$ cat src/rtl/gcd_dispatch_pkg.sv
// ============================================================
// gcd_pkg : shared types and helpers for the GCD dispatcher
// Rev 1.0
// ============================================================
`default_nettype none

package gcd_pkg;

  localparam int c_W_DEFAULT = 8;

  typedef enum logic [1:0] {
    ST_IDLE   = 2'd0,
    ST_ISSUE  = 2'd1,
    ST_WAIT   = 2'd2,
    ST_RESULT = 2'd3
  } state_t;

  // Bits needed to hold values 0..value-1; used with +1 for counters.
  function automatic int clog2(input int value);
    int r;
    r = 0;
    for (int i = 0; i < 31; i++) begin
      if ((1 << i) < value) r = i + 1;
    end
    return r;
  endfunction

endpackage

`default_nettype wire

$ cat src/rtl/gcd_dispatch_if.sv
// ============================================================
// gcd_dispatch_if : operand stream, result stream and GCD link
// Rev 1.0
// ============================================================
`default_nettype none

interface gcd_dispatch_if #(
  parameter int W     = 8,
  parameter int DEPTH = 4,
  parameter int TAG_W = 4
);
  import gcd_pkg::*;

  localparam int c_CNT_W = clog2(DEPTH + 1);

  logic             in_valid;
  logic             in_ready;
  logic [W-1:0]     in_a;
  logic [W-1:0]     in_b;
  logic             out_valid;
  logic             out_ready;
  logic [W-1:0]     out_y;
  logic             out_error;
  logic             out_timeout;
  logic [TAG_W-1:0] out_tag;
  logic             gcd_start;
  logic [W-1:0]     gcd_a;
  logic [W-1:0]     gcd_b;
  logic [W-1:0]     gcd_y;
  logic             gcd_error;
  logic             gcd_done;
  logic             busy;
  logic [c_CNT_W-1:0] count;

  // Dispatcher side
  modport slave (
    input  in_valid, in_a, in_b, out_ready, gcd_y, gcd_error, gcd_done,
    output in_ready, out_valid, out_y, out_error, out_timeout, out_tag,
           gcd_start, gcd_a, gcd_b, busy, count
  );

  // Producer / consumer / GCD engine side
  modport master (
    output in_valid, in_a, in_b, out_ready, gcd_y, gcd_error, gcd_done,
    input  in_ready, out_valid, out_y, out_error, out_timeout, out_tag,
           gcd_start, gcd_a, gcd_b, busy, count
  );

endinterface

`default_nettype wire

$ cat src/rtl/gcd_dispatch_fifo.sv
// ============================================================
// gcd_dispatch_fifo : synchronous show-ahead FIFO for job entries
// Rev 1.0
// ============================================================
`default_nettype none

module gcd_dispatch_fifo
  import gcd_pkg::*;
#(
  parameter int DEPTH  = 4,
  parameter int DATA_W = 20
) (
  input  wire logic                          clk,
  input  wire logic                          rst,
  input  wire logic                          i_push,
  input  wire logic                          i_pop,
  input  wire logic [DATA_W-1:0]             i_data,
  output logic      [DATA_W-1:0]             o_data,
  output logic      [clog2(DEPTH+1)-1:0]     o_count,
  output logic                               o_full,
  output logic                               o_empty
);

  localparam int c_PTR_W = clog2(DEPTH);
  localparam int c_CNT_W = clog2(DEPTH + 1);

  logic [DATA_W-1:0]  r_mem [DEPTH];
  logic [c_PTR_W-1:0] r_wr_ptr;
  logic [c_PTR_W-1:0] r_rd_ptr;
  logic [c_CNT_W-1:0] r_count;
  logic               w_push;
  logic               w_pop;

  assign o_full  = (r_count == c_CNT_W'(DEPTH));
  assign o_empty = (r_count == '0);
  assign o_count = r_count;
  assign o_data  = r_mem[r_rd_ptr];

  // Full refuses a push even when a pop frees a slot in the same cycle.
  assign w_push = i_push & ~o_full;
  assign w_pop  = i_pop & ~o_empty;

  always_ff @(posedge clk) begin
    if (rst) begin
      r_wr_ptr <= '0;
      r_rd_ptr <= '0;
      r_count  <= '0;
    end else begin
      if (w_push) r_wr_ptr <= r_wr_ptr + c_PTR_W'(1);
      if (w_pop)  r_rd_ptr <= r_rd_ptr + c_PTR_W'(1);
      case ({w_push, w_pop})
        2'b10:   r_count <= r_count + c_CNT_W'(1);
        2'b01:   r_count <= r_count - c_CNT_W'(1);
        default: r_count <= r_count;
      endcase
    end
  end

  always_ff @(posedge clk) begin
    if (w_push) r_mem[r_wr_ptr] <= i_data;
  end

endmodule

`default_nettype wire

$ cat src/rtl/gcd_dispatch.sv
// ============================================================
// gcd_dispatch : buffers operand pairs and issues them to the GCD
// Rev 1.0
// ============================================================
`default_nettype none

module gcd_dispatch
  import gcd_pkg::*;
#(
  parameter int W       = c_W_DEFAULT,
  parameter int DEPTH   = 4,
  parameter int TAG_W   = 4,
  parameter int TIMEOUT = 255
) (
  input  wire logic       clk,
  input  wire logic       rst,
  gcd_dispatch_if.slave   bus
);

  localparam int c_CNT_W   = clog2(DEPTH + 1);
  localparam int c_TO_W    = clog2(TIMEOUT + 1);
  localparam int c_ENTRY_W = 2 * W + TAG_W;

  state_t             r_state;
  state_t             w_state_next;
  logic [TAG_W-1:0]   r_tag;
  logic [TAG_W-1:0]   r_job_tag;
  logic [W-1:0]       r_gcd_a;
  logic [W-1:0]       r_gcd_b;
  logic [W-1:0]       r_out_y;
  logic               r_out_error;
  logic               r_out_timeout;
  logic               r_done_q;
  logic [c_TO_W-1:0]  r_to_cnt;
  logic [c_TO_W-1:0]  w_to_cnt_next;
  logic               w_push;
  logic               w_pop;
  logic               w_full;
  logic               w_empty;
  logic               w_done_edge;
  logic               w_timeout_hit;
  logic               w_cap_done;
  logic               w_cap_timeout;
  logic [c_ENTRY_W-1:0] w_fifo_wdata;
  logic [c_ENTRY_W-1:0] w_fifo_rdata;
  logic [c_CNT_W-1:0] w_count;

  assign w_push       = bus.in_valid & ~w_full;
  assign w_fifo_wdata = {r_tag, bus.in_a, bus.in_b};

  gcd_dispatch_fifo #(
    .DEPTH  (DEPTH),
    .DATA_W (c_ENTRY_W)
  ) u_fifo (
    .clk     (clk),
    .rst     (rst),
    .i_push  (w_push),
    .i_pop   (w_pop),
    .i_data  (w_fifo_wdata),
    .o_data  (w_fifo_rdata),
    .o_count (w_count),
    .o_full  (w_full),
    .o_empty (w_empty)
  );

  // A DONE level held over from a previous job yields no edge here.
  assign w_done_edge   = bus.gcd_done & ~r_done_q;
  assign w_to_cnt_next = (r_to_cnt == c_TO_W'(TIMEOUT)) ? r_to_cnt
                                                        : r_to_cnt + c_TO_W'(1);
  assign w_timeout_hit = (w_to_cnt_next == c_TO_W'(TIMEOUT));

  always_comb begin
    w_state_next  = r_state;
    w_pop         = 1'b0;
    w_cap_done    = 1'b0;
    w_cap_timeout = 1'b0;
    case (r_state)
      ST_IDLE: begin
        if (!w_empty) begin
          w_pop        = 1'b1;
          w_state_next = ST_ISSUE;
        end
      end
      ST_ISSUE: w_state_next = ST_WAIT;
      ST_WAIT: begin
        if (w_done_edge) begin
          w_cap_done   = 1'b1;
          w_state_next = ST_RESULT;
        end else if (w_timeout_hit) begin
          w_cap_timeout = 1'b1;
          w_state_next  = ST_RESULT;
        end
      end
      ST_RESULT: begin
        if (bus.out_ready) w_state_next = ST_IDLE;
      end
      default: w_state_next = ST_IDLE;
    endcase
  end

  always_ff @(posedge clk) begin
    if (rst) begin
      r_state       <= ST_IDLE;
      r_tag         <= '0;
      r_job_tag     <= '0;
      r_gcd_a       <= '0;
      r_gcd_b       <= '0;
      r_out_y       <= '0;
      r_out_error   <= 1'b0;
      r_out_timeout <= 1'b0;
      r_done_q      <= 1'b0;
      r_to_cnt      <= '0;
    end else begin
      r_state  <= w_state_next;
      r_done_q <= bus.gcd_done;
      if (w_push) r_tag <= r_tag + TAG_W'(1);
      if (w_pop) {r_job_tag, r_gcd_a, r_gcd_b} <= w_fifo_rdata;
      if (r_state == ST_ISSUE)     r_to_cnt <= '0;
      else if (r_state == ST_WAIT) r_to_cnt <= w_to_cnt_next;
      if (w_cap_done) begin
        r_out_y       <= bus.gcd_y;
        r_out_error   <= bus.gcd_error;
        r_out_timeout <= 1'b0;
      end else if (w_cap_timeout) begin
        r_out_y       <= '0;
        r_out_error   <= 1'b0;
        r_out_timeout <= 1'b1;
      end
    end
  end

  assign bus.in_ready    = ~w_full;
  assign bus.out_valid   = (r_state == ST_RESULT);
  assign bus.out_y       = r_out_y;
  assign bus.out_error   = r_out_error;
  assign bus.out_timeout = r_out_timeout;
  assign bus.out_tag     = r_job_tag;
  assign bus.gcd_start   = (r_state == ST_ISSUE);
  assign bus.gcd_a       = r_gcd_a;
  assign bus.gcd_b       = r_gcd_b;
  assign bus.busy        = (r_state != ST_IDLE);
  assign bus.count       = w_count;

endmodule

`default_nettype wire

$ cat src/flat_wrapper.sv
// flat-port wrapper written by rule: the top's interface ports become plain ports
module gcd_dispatch_flat import gcd_pkg::*;
#(
  parameter int W       = c_W_DEFAULT,
  parameter int DEPTH   = 4,
  parameter int TAG_W   = 4,
  parameter int TIMEOUT = 255
)
  (clk, rst, bus_in_valid, bus_in_a, bus_in_b, bus_out_ready, bus_gcd_y, bus_gcd_error, bus_gcd_done, bus_in_ready, bus_out_valid, bus_out_y, bus_out_error, bus_out_timeout, bus_out_tag, bus_gcd_start, bus_gcd_a, bus_gcd_b, bus_busy, bus_count);
  gcd_dispatch_if #(.W(W), .DEPTH(DEPTH), .TAG_W(TAG_W)) bus_i ();
  input  wire logic clk;
  input  wire logic rst;
  input wire logic [$bits(bus_i.in_valid)-1:0] bus_in_valid;
  input wire logic [$bits(bus_i.in_a)-1:0] bus_in_a;
  input wire logic [$bits(bus_i.in_b)-1:0] bus_in_b;
  input wire logic [$bits(bus_i.out_ready)-1:0] bus_out_ready;
  input wire logic [$bits(bus_i.gcd_y)-1:0] bus_gcd_y;
  input wire logic [$bits(bus_i.gcd_error)-1:0] bus_gcd_error;
  input wire logic [$bits(bus_i.gcd_done)-1:0] bus_gcd_done;
  output wire logic [$bits(bus_i.in_ready)-1:0] bus_in_ready;
  output wire logic [$bits(bus_i.out_valid)-1:0] bus_out_valid;
  output wire logic [$bits(bus_i.out_y)-1:0] bus_out_y;
  output wire logic [$bits(bus_i.out_error)-1:0] bus_out_error;
  output wire logic [$bits(bus_i.out_timeout)-1:0] bus_out_timeout;
  output wire logic [$bits(bus_i.out_tag)-1:0] bus_out_tag;
  output wire logic [$bits(bus_i.gcd_start)-1:0] bus_gcd_start;
  output wire logic [$bits(bus_i.gcd_a)-1:0] bus_gcd_a;
  output wire logic [$bits(bus_i.gcd_b)-1:0] bus_gcd_b;
  output wire logic [$bits(bus_i.busy)-1:0] bus_busy;
  output wire logic [$bits(bus_i.count)-1:0] bus_count;
  assign bus_i.in_valid = bus_in_valid;
  assign bus_i.in_a = bus_in_a;
  assign bus_i.in_b = bus_in_b;
  assign bus_i.out_ready = bus_out_ready;
  assign bus_i.gcd_y = bus_gcd_y;
  assign bus_i.gcd_error = bus_gcd_error;
  assign bus_i.gcd_done = bus_gcd_done;
  assign bus_in_ready = bus_i.in_ready;
  assign bus_out_valid = bus_i.out_valid;
  assign bus_out_y = bus_i.out_y;
  assign bus_out_error = bus_i.out_error;
  assign bus_out_timeout = bus_i.out_timeout;
  assign bus_out_tag = bus_i.out_tag;
  assign bus_gcd_start = bus_i.gcd_start;
  assign bus_gcd_a = bus_i.gcd_a;
  assign bus_gcd_b = bus_i.gcd_b;
  assign bus_busy = bus_i.busy;
  assign bus_count = bus_i.count;
  gcd_dispatch #(.W(W), .DEPTH(DEPTH), .TAG_W(TAG_W), .TIMEOUT(TIMEOUT)) u_core (.clk(clk), .rst(rst), .bus(bus_i));
endmodule
$ cat config.mk
export PLATFORM = sky130hd
export DESIGN_NAME = gcd_dispatch_flat
export DESIGN_NICKNAME = d
export VERILOG_FILES = /design/src/rtl/gcd_dispatch_pkg.sv /design/src/rtl/gcd_dispatch_if.sv /design/src/rtl/gcd_dispatch_fifo.sv /design/src/rtl/gcd_dispatch.sv /design/src/flat_wrapper.sv
export SDC_FILE = /design/constraint.sdc
export NUM_CORES = 1
export LEC_CHECK = 0
export CAP_MARGIN = 25
export CORE_ASPECT_RATIO = 1.4
export CORE_MARGIN = 8
export CORE_UTILIZATION = 48
export DETAILED_ROUTE_END_ITERATION = 8
export HOLD_SLACK_MARGIN = 0.02
export PLACE_DENSITY = 0.8
export SYNTH_ARGS = -nofsm -noshare
export SYNTH_HDL_FRONTEND = slang
export SYNTH_SLANG_ARGS = --single-unit
$ cat constraint.sdc
create_clock -name clk -period 2.48 [get_ports clk]
set_input_delay 0.248 -clock clk [delete_from_list [all_inputs] [get_ports clk]]
set_output_delay 0.248 -clock clk [all_outputs]
set_load 0.02 [all_outputs]
==> impl_metrics.toml, run 1 <==
[clocking]
clkTransAtPathRegs_ns = 0.06
cts.sinks = 132
htreeDepth = 4
cts_tree = "built"
cts_buffer_depth = 2
root_buffer = "clkbuf_16"
cts_made_buffers = 17
insertion_delay_ns = 0.41
holdBufCountCts = 0
post_cts_resized = 0
post_cts_buffers = 0

[critical_path]
worstSetupStartpointType = "flip-flop"
cp_slowest_cell = "fa_1"
cp_common_cell = "inv_1"
critPathRequiredTime_ns = 2.81
critPathMaxFanout = 6
worstSetupPathType = "flip-flop to flip-flop"
critPathMaxStageDelay_ns = 0.37
cp-end-kind = "flip-flop"
worstPathCellList = "inv_1 -> nand3_2 -> and2_1 -> inv_1 -> ha_1 -> inv_1 -> fa_1 -> xor2_1 -> or3_1 -> a21oi_1"
worstPathArrival_ns = 2.54

[run]
cap_viol_max_count = 0

[global_routing]
met2_usage = 0.258
grt_pass1_wl_mm = 17.7
grt_pass1_vias = 3439
use_met1 = 0.173
grt_overflow = 0
top_usage_layer = "met2"
antenna_found_initial = 0
grt_max_degree = 26
track_usage = 0.152
use_met3 = 0.0445

[floorplan]
die_area_um2 = 14800
rows = 45
core-area_um2 = 10800
start_util = 0.492
fp.dieW_um = 105
top_level_ports = 67
die_height_um = 141

[final_layout]
layout-drive-gt1-share = 0.165
fillCellCount = 819
instances_no_fill = 619
diodes = 0
syn_to_final_growth_pct = 25.8
multiInputGateArea_um2 = 1710
seq_area_um2 = 3440
final_nets = 507

[routing]
wire_per_inst_um = 17.1
ant_nets = 0
drt_pass1_iterations = 4
wl_mm = 10.6
vias = 3261
drtIter0Drc = 157
via_per_inst = 5.27
remaining_drc_errors = 0

[yosys]
synth_fa_ha_area_frac = 0.0296
yosys_warnings = 0
synthMuxAreaShare = 0.0950
syn_area_um2 = 5320
synth_nets = 432
synth-simple-area-share = 0.103
synth_edf_count = 80
netlist_instances = 390
synth_compound_gate_area_share = 0.0750
synth-seq-cells = 132
ys_seq_area_frac = 0.647
synth_xor_area_frac = 0.0165
async_reset_ff_frac = 0
synth_top_family_by_area = "simple AND/OR/NAND/NOR gates"
avgSynthCellArea_um2 = 13.6
synth_cell_types = 53
synthFlopType = "edfxtp_1"

[place]
gp_congestion = 0.766
place_inst = 587
hpwl_mm = 6.97
numPortBuffers = 66

[power]
total_power_mw = 7.60
p_leak_nw = 2.29
ir_drop_uv = 867
p_per_area_nw_per_um2 = 1140

[sta]
hold_violations = 0
worst_pin_slew_ns = 0.551
max-slew-margin-rel = 0.632
rsz0062_at_grt = "no"
final_max_slew_viol_count = 0
period_share = 0.895
setup_violations = 0
setup_tns_ns = 0
fmax_ghz = 0.451
min_period_ns = 2.22
fin_skew_ns = 0.0121

[worst_hold_path]
hold_class = "primary input to flip-flop"

[status]
status = "completed"
[power by group]
group | switching, mW | internal, mW | leakage (nW)
Sequential | 0.194 | 2.73 | 1.16
Clock | 0.986 | 1.41 | 0.273
Combinational | 1.29 | 0.987 | 0.859
Total | 2.47 | 5.13 | 2.29
[logic make-up after synthesis]
group                      after synthesis
xor gates and xnor gates                10
AOI/OAI and AO/OA                       61
DFF                                    132
adders and majority gates               12
buffers and inverters                   35
and+or+nand+nor                        115
muxes                                   25
[routing by layer]
metal | part of all wire | vias to the layer above
met5 | 0 | -
met4 | 0.015 | 0
met3 | 0.048 | 12
met2 | 0.51 | 87
met1 | 0.42 | 1574
li1 | - | 1588
[worst paths after layout]
| kind | slack, ns | to | depth (start not counted) | from |
|---|---|---|---|---|
| worst max register to register | 0.26 | u_core.u_fifo.o_count[2] | 10 | u_core.u_fifo.o_count[0] |
| worst min-delay path | 0.26 | u_core.r_tag[0] | 2 | rst |
| worst max-delay path | 0.26 | u_core.u_fifo.o_count[2] | 10 | u_core.u_fifo.o_count[0] |
| worst min register to register | 0.46 | u_core.bus.gcd_a[0] | 2 | u_core.bus.gcd_a[0] |
[Yosys cell counts (2+ instances only)]
library cell | count | share of area
clkbuf_1 | 12 | 0.0085
mux4_2 | 20 | 0.085
mux2i_1 | 4 | 0.0075
buf_6 | 2 | 0.0042
nand2b_1 | 2 | 0.0024
nor2b_1 | 2 | 0.0024
nand4_1 | 5 | 0.0059
inv_1 | 13 | 0.0092
edfxtp_1 | 80 | 0.45
o21ai_0 | 3 | 0.0028
xor2_1 | 7 | 0.012
nand2_1 | 60 | 0.042
ha_1 | 11 | 0.026
nor3_1 | 5 | 0.0047
buf_1 | 2 | 0.0014
o21a_1 | 2 | 0.0028
buf_2 | 2 | 0.0019
and3_1 | 4 | 0.0047
nand3_2 | 2 | 0.0038
nand3_1 | 5 | 0.0047
xnor2_1 | 3 | 0.0049
dfxtp_1 | 52 | 0.20
clkbuf_8 | 2 | 0.0052
nor2_1 | 16 | 0.011
a311oi_1 | 11 | 0.018
a21oi_1 | 36 | 0.034
[critical path: cells and delay by family (launching register included)]
kind	cells	cell delay, ns
XOR/XNOR	1	0.16
AND/OR/NAND/NOR	3	0.63
adder cells (fa/ha/maj)	2	0.56
AO/OA/AOI/OAI	1	0.17
flip-flops	1	0.34
buffers and inverters	3	0.28
[cell usage in the layout, fill, tap and decap left out, types with 5 or more instances in the layout]
cell             count
a21oi_1             36
a311oi_1            11
buf_4               12
clkbuf_16           17
clkdlybuf4s50_1     65
dfxtp_1             52
edfxtp_1            80
ha_1                11
inv_1               13
inv_6                6
mux4_2              20
nand2_1             60
nand4_1              5
nor2_1              16
nor3_1               5
xor2_1               7
[final cells by class]
type	count	area share
clock buffers	17	0.0636
clock inverters	15	0.0217
inverters	13	0.00729
multi-input cells	223	0.255
flip-flops and latches	132	0.515
well taps	141	0.0264
repair buffers	78	0.111
[registers in the layout, indices dropped and copies added (netlist names)]
name / flops
u_core.bus.out_timeout: 1
u_core.bus.gcd_b: 8
u_core.bus.out_y: 8
u_core.u_fifo.r_mem: 80
u_core.bus.gcd_a: 8
u_core.r_state: 2
u_core.bus.out_tag: 4
u_core.r_done_q: 1
u_core.r_tag: 4
u_core.u_fifo.r_rd_ptr: 2
u_core.bus.out_error: 1
u_core.r_to_cnt: 8
u_core.u_fifo.r_wr_ptr: 2
u_core.u_fifo.o_count: 3
[metrics by stage]
step,hold slack (ns),cell area (um^2),setup WS (ns),utilization
final,0.259,6690,0.261,0.619
after global routing,0.264,6690,0.0956,0.619
after CTS,0.243,6690,0.249,0.619
after detailed placement,0.450,6120,0.217,0.566
after global placement,0.444,6120,0.283,0.566
after floorplan,0.347,5330,0.0564,-
Note: power is estimated with default switching activity, not from simulation.
==> run 2: changes to the inputs <==
--- a/config.mk
+++ b/config.mk
@@ -7,11 +7,10 @@
 export LEC_CHECK = 0
 export CAP_MARGIN = 25
 export CORE_ASPECT_RATIO = 1.4
-export CORE_MARGIN = 8
-export CORE_UTILIZATION = 48
+export CORE_UTILIZATION = 50
 export DETAILED_ROUTE_END_ITERATION = 8
 export HOLD_SLACK_MARGIN = 0.02
-export PLACE_DENSITY = 0.8
+export PLACE_DENSITY = 0.83
 export SYNTH_ARGS = -nofsm -noshare
 export SYNTH_HDL_FRONTEND = slang
 export SYNTH_SLANG_ARGS = --single-unit
==> run 2 against run 1 <==
Critical path depth is the same. Final cell count down 0.32%. Register-to-register slack got worse by 0.09 ns. Maximum frequency is 3.9% lower. Wire length grew 0.51%. Die area decreased by 25%. Combinational power is 2% higher. Clock-buffer cell count unchanged. Core utilization up 3.1 points.
==> impl_metrics.toml, run 2 (synthesis gave the netlist of run 1 again) <==
[routing]
ant_nets = 0
drtIter0Drc = 204
via_per_inst = 5.45
wl_mm = 10.6
vias = 3361
remaining_drc_errors = 0
drt_pass1_iterations = 4
wire_per_inst_um = 17.2

[floorplan]
core-area_um2 = 10300
die_area_um2 = 11100
die_height_um = 124
start_util = 0.514
top_level_ports = 67
rows = 44
fp.dieW_um = 89.2

[sta]
final_max_slew_viol_count = 0
max-slew-margin-rel = 0.674
setup_violations = 0
worst_pin_slew_ns = 0.489
fin_skew_ns = 0.0103
period_share = 0.931
min_period_ns = 2.31
rsz0062_at_grt = "no"
hold_violations = 0
fmax_ghz = 0.433
setup_tns_ns = 0

[final_layout]
fillCellCount = 751
syn_to_final_growth_pct = 26.4
instances_no_fill = 617
diodes = 0
top_register = "u_core.u_fifo.r_mem"
layout-drive-gt1-share = 0.165
largest_register_ffs = 80
most-common-layout-cells = "edfxtp_1, clkdlybuf4s50_1, nand2_1"
final_common_cell = "edfxtp_1"
finalInstanceArea_um2 = 6730
final_nets = 508

[place]
gp_congestion = 0.787
numPortBuffers = 66
hpwl_mm = 6.98
placed_area_um2 = 6170
place_inst = 585

[critical_path]
crit_start = "u_core.u_fifo.o_count[0]"
cp-end-kind = "flip-flop"
worstSetupPathType = "flip-flop to flip-flop"
worstSetupStartpointType = "flip-flop"
critPathMaxFanout = 6
worstPathArrival_ns = 2.65
reg2reg_slack_ns = 0.17
ff2ff_path_depth = 10
r2r-start = "u_core.u_fifo.o_count[0]"
r2r_end = "u_core.u_fifo.o_count[2]"
crit_end = "u_core.u_fifo.o_count[2]"
critPathRequiredTime_ns = 2.82

[clocking]
post_cts_resized = 0
cts_buffer_depth = 2
root_buffer = "clkbuf_16"
cts_tree = "built"
htreeDepth = 4
insertion_delay_ns = 0.42
clkTransAtPathRegs_ns = 0.06
holdBufCountCts = 0
post_cts_buffers = 0
cts_made_buffers = 17
cts.sinks = 132

[global_routing]
antenna_found_initial = 0
grt_pass1_vias = 3382
grt_max_degree = 46
grt_pass1_wl_mm = 16.7
track_usage = 0.209
grt_overflow = 0

[power]
ir_drop_uv = 560
p_leak_nw = 2.29
p_per_area_nw_per_um2 = 1130
total_power_mw = 7.58

[worst_hold_path]
hold_class = "primary input to flip-flop"
worstHoldPathCells = 2

[run]
cap_viol_max_count = 0

[status]
status = "completed"
[run 2: changes by cell type in the layout (fill, tap and decap cells not counted), sizes merged]
| cell | change |
|---|---|
| inv | -5 |
| clkdlybuf4s50 | +1 |
| clkinvlp | +2 |
| clkinv | +3 |
[run 2: how the worst min path moves through the flow]
stage	from	endpoint
final	bus_gcd_done	u_core.r_done_q
after global routing	bus_gcd_done	u_core.r_done_q
after CTS	bus_gcd_done	u_core.r_done_q
after detailed placement	u_core.bus.gcd_b[6]	u_core.bus.gcd_b[6]
after global placement	u_core.bus.gcd_a[5]	u_core.bus.gcd_a[5]
after floorplan	bus_in_b[0]	u_core.u_fifo.r_mem[0][0]
[run 2: layer usage]
metal	wire length, um	GRT usage
met1	3960	0.229
met3	538	0.0663
met4	242	0.0942
met5	0	0
met2	5880	0.367
[run 2: layout make-up]
cell class                      count  area [um^2]  share of cell area
Clock buffer                       17          425              0.0633
Clock inverter                     15          134              0.0199
Inverter                           13         48.8             0.00726
Multi-Input combinational cell    223         1710               0.254
Sequential cell                   132         3440               0.512
Tap cell                          138          173              0.0257
Timing Repair Buffer               79          796               0.118
[run 2: through the flow]
step                worst slack (ns)   util  hold slack (ns)
global route                  0.0321  0.650            0.423
detailed placement             0.136  0.596            0.449
CTS                            0.189  0.650            0.413
global placement               0.286  0.596            0.444
floorplan                     0.0564      -            0.347
finish                         0.171  0.650            0.428
[run 2: worst max-delay path, stage by stage, from the launching register on]
cell	delay (ns)
dfxtp_1	0.34
inv_1	0.13
nand3_2	0.15
and2_1	0.22
inv_1	0.10
ha_1	0.20
inv_1	0.07
fa_1	0.38
xor2_1	0.17
or3_1	0.33
a21oi_1	0.15
[run 2: report_power, final]
group / internal [mW] / total, mW / switching, mW
Sequential: 2.73 / 2.93 / 0.196
Combinational: 1.01 / 2.33 / 1.32
Clock: 1.38 / 2.32 / 0.942
Total: 5.12 / 7.58 / 2.46
==> run 3: changes to the inputs <==
--- a/config.mk
+++ b/config.mk
@@ -9,7 +9,7 @@
 export CORE_ASPECT_RATIO = 1.4
 export CORE_UTILIZATION = 50
 export DETAILED_ROUTE_END_ITERATION = 8
-export HOLD_SLACK_MARGIN = 0.02
+export HOLD_SLACK_MARGIN = 0.03
 export PLACE_DENSITY = 0.83
 export SYNTH_ARGS = -nofsm -noshare
 export SYNTH_HDL_FRONTEND = slang
==> results of run 3 <==
The final DEF is identical to that of run 2; final timing and power are the same.
==> edit 1: new RTL, config.mk and constraints of run 1 <==
`TIMEOUT` is set to 255 in 2 places; all go to 510.
--- a/src/rtl/gcd_dispatch.sv
+++ b/src/rtl/gcd_dispatch.sv
@@ -12,3 +12,3 @@
   parameter int TAG_W   = 4,
-  parameter int TIMEOUT = 255
+  parameter int TIMEOUT = 510
 ) (
--- a/src/flat_wrapper.sv
+++ b/src/flat_wrapper.sv
@@ -6,3 +6,3 @@
   parameter int TAG_W   = 4,
-  parameter int TIMEOUT = 255
+  parameter int TIMEOUT = 510
 )
Function: no difference found for any inputs over 10 cycles, from zero or initial values and one cycle with rst high; that may be too few to reach the edited logic, so the function may still have changed.
==> edit 1 against run 1 <==
Combinational power down 8%. Die area down 0.32%. Final area up 1.2%. Worst setup slack worse by 0.053 ns. Total power down 1.7%. Area after synthesis down 0.38%. Wire length up 3.7%. Sequential cell count up 1.
==> edit 1: results (changes against run 1) <==
* Routed via count at 3364 (+3.2%)
* Slowest CP cell: or4_1
* Mux contribution to synthesized area at 8.50% (-1.0 points)
* Period utilisation layout at 91.6% (+2.1 points)
* Xor and xnor area share after synthesis at 2.15% (+0.50 points)
* Compound-Gate Fraction of Synth Area at 7.27% (-0.23 points)
* Buffers on Ports at 66 (unchanged)
* Crit path max fanout at 9 (+3)
* Worst Clk Skew at 0.0103 ns (-0.00177 ns)
* NumNets Final at 514 (+1.4%)
* ANT cells at 0 (unchanged)
* RR Endpoint: u_core.bus.out_y[7]
* P_leak at 0.00235 uW (+2.5%)
* Synth unique cells at 49 (-7.5%)
* GPL Wtd Cong at 0.855 (+12%)
* Wire per inst at 17.5 um (+2.7%)
* Total global-route track usage at 15.4% (+0.27 points)
* CP endpoint: u_core.bus.out_y[7]
* Asr flop ratio synth at 0% (unchanged)
* Met3 WL post-DR at 603 um (+18%)
* Clock Pin Slew Worst Setup and Hold Paths at 0.06 ns (about the same)
* Met2 WL at 5950 um (+9.5%)
* Vias in the first global route at 3549 (+3.2%)
* CTS max path bufs at 2 (unchanged)
* R2R setup slack at 0.21 ns (-0.05 ns)
* Reg2Reg Depth at 6 (-4)
* Status: finished, final reports clean
* Syn_nets at 437 (+1.2%)
* DP Wirelength at 7150 um (+2.6%)
* Seq/Total Area, Yosys at 65.3% (+0.62 points)
* Met1 wire length at 4210 um (-5.7%)
* Post-Synth Adder-Cell Area at 3.21% (+0.25 points)
* Worst slack, placed at 0.238 ns (+0.0212 ns)
* Critical path origin: u_core.r_to_cnt[0]
* Top post-synthesis cells by area: edfxtp_1 45%, dfxtp_1 20%, mux4_2 8.5%, nand2_1 4.9%, a21oi_1 2.8%
* Layout cells sized above 1 at 16.3% (-0.20 points)
* DR iter-0 viols at 208 (+32%)
* Critical Path AT at 2.54 ns (about the same)
* Relative slew slack at 66.9% (+3.7 points)
-- edit 1: cell types whose count changed after synthesis, moves of 3 or more --
cell and change:
a21oi_1 -6, a21oi_2 +9, a311oi_1 -11, and2_1 +4
mux2i_1 -4, nand2_1 +9, nand3_1 -3, nor2_1 +4
xnor2_1 +4
-- edit 1: worst min path at each step --
stage,from,cells after the start,endpoint
after floorplan,bus_in_b[0],0,u_core.u_fifo.r_mem[0][0]
after global placement,u_core.bus.gcd_a[1],2,u_core.bus.gcd_a[1]
after detailed placement,u_core.bus.out_tag[3],2,u_core.bus.out_tag[3]
after CTS,bus_gcd_y[5],3,u_core.bus.out_y[5]
after global routing,bus_gcd_y[6],3,u_core.bus.out_y[6]
final,bus_gcd_y[2],3,u_core.bus.out_y[2]
-- edit 1: worst max-delay path, delay by kind of cell (launching register included) --
family,cells,cell delay [ns]
AOI/OAI and AO/OA,2,0.55
adders and majority gates,1,0.29
DFF,1,0.46
and+or+nand+nor,3,0.82
-- edit 1: area by class of cell --
class | instances | area (sq um)
Fill cell | 813 | 4040
Sequential cell | 133 | 3460
Multi-Input combinational cell | 227 | 1690
Timing Repair Buffer | 77 | 793
Clock buffer | 19 | 433
Tap cell | 141 | 176
Clock inverter | 13 | 158
Inverter | 15 | 56.3
-- edit 1: logic make-up (layout without fill, tap and decap cells) --
group	count (synthesis)	after routing
DFF	133	133
and+or+nand+nor	123	123
AOI/OAI and AO/OA	58	58
buffers and inverters	34	124
muxes	20	20
adders and majority gates	13	13
xor gates and xnor gates	13	13
-- edit 1: metrics by stage --
step           cell area [sq um]  std cells  hold slack (ns)  total power (uW)
6_report                    6770        625            0.412              7470
5_1_grt                     6770        625            0.407              7820
4_1_cts                     6770        625            0.394              7530
3_5_place_dp                6180        593            0.447              5030
3_3_place_gp                6180        593            0.446              4980
2_1_floorplan               5300        394            0.347              4190
-- edit 1: per-layer routing --
layer | vias up | track usage, %
met5 | - | 0
met4 | 0 | 7.24
met3 | 17 | 4.32
met2 | 115 | 28.1
met1 | 1658 | 15.9
li1 | 1574 | -
-- edit 1: where the power goes --
group | switching, uW | leakage [uW] | internal, uW
Sequential | 211 | 0.00117 | 2700
Combinational | 1160 | 0.000896 | 933
Clock | 893 | 0.000281 | 1580
Total | 2260 | 0.00235 | 5210
==> edit 2: new RTL, flow settings as in run 1 <==
Made on the original files. The 4 states of `state_t` get a one-hot encoding in 4 bits.
--- a/src/rtl/gcd_dispatch_pkg.sv
+++ b/src/rtl/gcd_dispatch_pkg.sv
@@ -10,7 +10,7 @@
 
-  typedef enum logic [1:0] {
-    ST_IDLE   = 2'd0,
-    ST_ISSUE  = 2'd1,
-    ST_WAIT   = 2'd2,
-    ST_RESULT = 2'd3
+  typedef enum logic [3:0] {
+    ST_IDLE   = 4'b0001,
+    ST_ISSUE  = 4'b0010,
+    ST_WAIT   = 4'b0100,
+    ST_RESULT = 4'b1000
   } state_t;
Function: same outputs for any inputs over 10 cycles, from zero or initial values and one cycle with rst high; not proved beyond that.
==> edit 2 against run 1 <==
Die area grew 2.1%. Global-route usage grew 0.97 points. Total power grew 4.5%. Fmax shrank 7.7%. Core utilization is essentially flat. First-iteration DRC count grew 9.6%. Sequential power is essentially flat. Clock power grew 18%. Via count grew 6.7%. Wire length grew 9.5%. Sequential cell count grew 2. Worst setup slack lost 0.18 ns. Final area grew 3.9%. Area after synthesis grew 2.5%. Critical path type unchanged. Largest cell class unchanged. Highest routed layer unchanged.
==> edit 2: results (changes against run 1) <==
* P_leak at 0.00242 uW (+5.4%)
* Synth unique cells at 48 (-9.4%)
* Compound-Gate Fraction of Synth Area at 7.23% (-0.27 points)
* GPL Wtd Cong at 0.729 (-4.8%)
* Fill cell count at 858 (+4.8%)
* Seq/Total Area, Yosys at 63.9% (-0.83 points)
* Buffers on Ports at 66 (unchanged)
* Mux contribution to synthesized area at 8.84% (-0.67 points)
* Status: finished, final reports clean
* Post-route setup TNS at 0 ns (unchanged)
* Top post-synthesis cells by area: edfxtp_1 44%, dfxtp_1 20%, mux4_2 8.3%, nand2_1 3.9%, a21oi_1 2.7%
* CTS max path bufs at 2 (unchanged)
* Syn_nets at 448 (+3.7%)
* Synth warn at 0 (unchanged)
* Vias in the first global route at 3654 (+6.3%)
* Post-Synth Adder-Cell Area at 1.97% (-0.99 points)
* Total global-route track usage at 16.1% (+0.97 points)
* Placed cell area at 0.00627 sq mm (+2.5%)
* DRT Wirelength at 11600 um (+9.5%)
* NumNets Final at 524 (+3.4%)
* DR iter-0 viols at 172 (+9.6%)
* Worst Clk Skew at 0.0146 ns (+0.00243 ns)
* Routed via count at 3480 (+6.7%)
* Peak supply drop at 0.659 mV (-24%)
* Xor and xnor area share after synthesis at 1.77% (+0.12 points)
* Crit path max fanout at 4 (-2)
* Worst Tran Pin Value at 0.778 ns (+0.226 ns)
* Pre-antenna DRT Iters at 5 (+1)
* DP Wirelength at 7520 um (+7.8%)
* Slowest cell delay on critical path at 0.56 ns (+0.19 ns)
* Worst slack, placed at 0.158 ns (-0.0584 ns)
* Layout cells sized above 1 at 19.4% (+2.9 points)
* Critical Path AT at 2.75 ns (+0.21 ns)
* First-pass GRT wire length at 18900 um (+6.8%)
-- edit 2: cell count changes in the layout (fill, tap and decap cells not counted), moves of 5 or more --
cell	run 1	this run
ha_1	11	6
inv_6	6	0
nand2_2	1	11
a311oi_1	11	0
a21oi_2	0	9
and3_1	4	13
a21oi_1	36	29
inv_1	13	7
buf_4	12	17
nor2_1	16	22
o22ai_1	0	10
-- edit 2: cell families (layout without fill, tap and decap cells) --
| kind of cell | count (synthesis) | count (layout) |
|---|---|---|
| DFF | 134 | 134 |
| muxes | 23 | 23 |
| AOI/OAI and AO/OA | 64 | 64 |
| buffers and inverters | 34 | 123 |
| xor gates and xnor gates | 11 | 11 |
| adders and majority gates | 8 | 8 |
| and+or+nand+nor | 136 | 136 |
-- edit 2: area by class of cell --
cell class / count / area [sq um] / share of cell area (%)
clock buffers: 22 / 485 / 6.99
clock inverters: 10 / 193 / 2.77
inverters: 8 / 35.0 / 0.504
multi-input cells: 242 / 1790 / 25.7
flip-flops and latches: 134 / 3480 / 50.1
well taps: 144 / 180 / 2.59
repair buffers: 83 / 783 / 11.3
-- edit 2: metal layers --
layer  GRT usage [%]  up-vias  wire, um
met1            17.3     1719      4410
met4            6.54        0       204
met2            28.9       93      6450
li1                -     1651         -
met3            4.67       17       503
met5               0        -         0
-- edit 2: stage by stage --
stage / total power, uW / hold slack, ns / cells
final: 7940 / 0.280 / 643
after global routing: 8290 / 0.329 / 643
after CTS: 8030 / 0.273 / 643
after detailed placement: 5170 / 0.450 / 611
after global placement: 5080 / 0.448 / 611
after floorplan: 4430 / 0.347 / 410
-- edit 2: final timing paths --
kind                            start                       end  slack (ns)  cells after the start
hold reg to reg   u_core.bus.gcd_b[1]       u_core.bus.gcd_b[1]        0.46                      2
hold / removal                    rst           u_core.r_done_q        0.28                      2
setup reg to reg    u_core.r_state[1]  u_core.u_fifo.o_count[2]        0.08                      9
setup / recovery    u_core.r_state[1]  u_core.u_fifo.o_count[2]        0.08                      9
-- edit 2: power by group --
| part | total [uW] | leakage (uW) | switching (uW) | internal, uW |
|---|---|---|---|---|
| clock | 2820 | 0.000326 | 916 | 1910 |
| combinational | 2180 | 0.000913 | 1230 | 957 |
| sequential | 2940 | 0.00118 | 177 | 2760 |
| total | 7940 | 0.00242 | 2320 | 5620 |
-- edit 2: worst max-delay path: cells and delay by family (launching register included) --
kind	cells	cell delay, ns
AND/OR/NAND/NOR	3	1.14
adder cells (fa/ha/maj)	2	0.47
flip-flops	1	0.31
XOR/XNOR	1	0.16
AO/OA/AOI/OAI	1	0.14
buffers and inverters	2	0.12
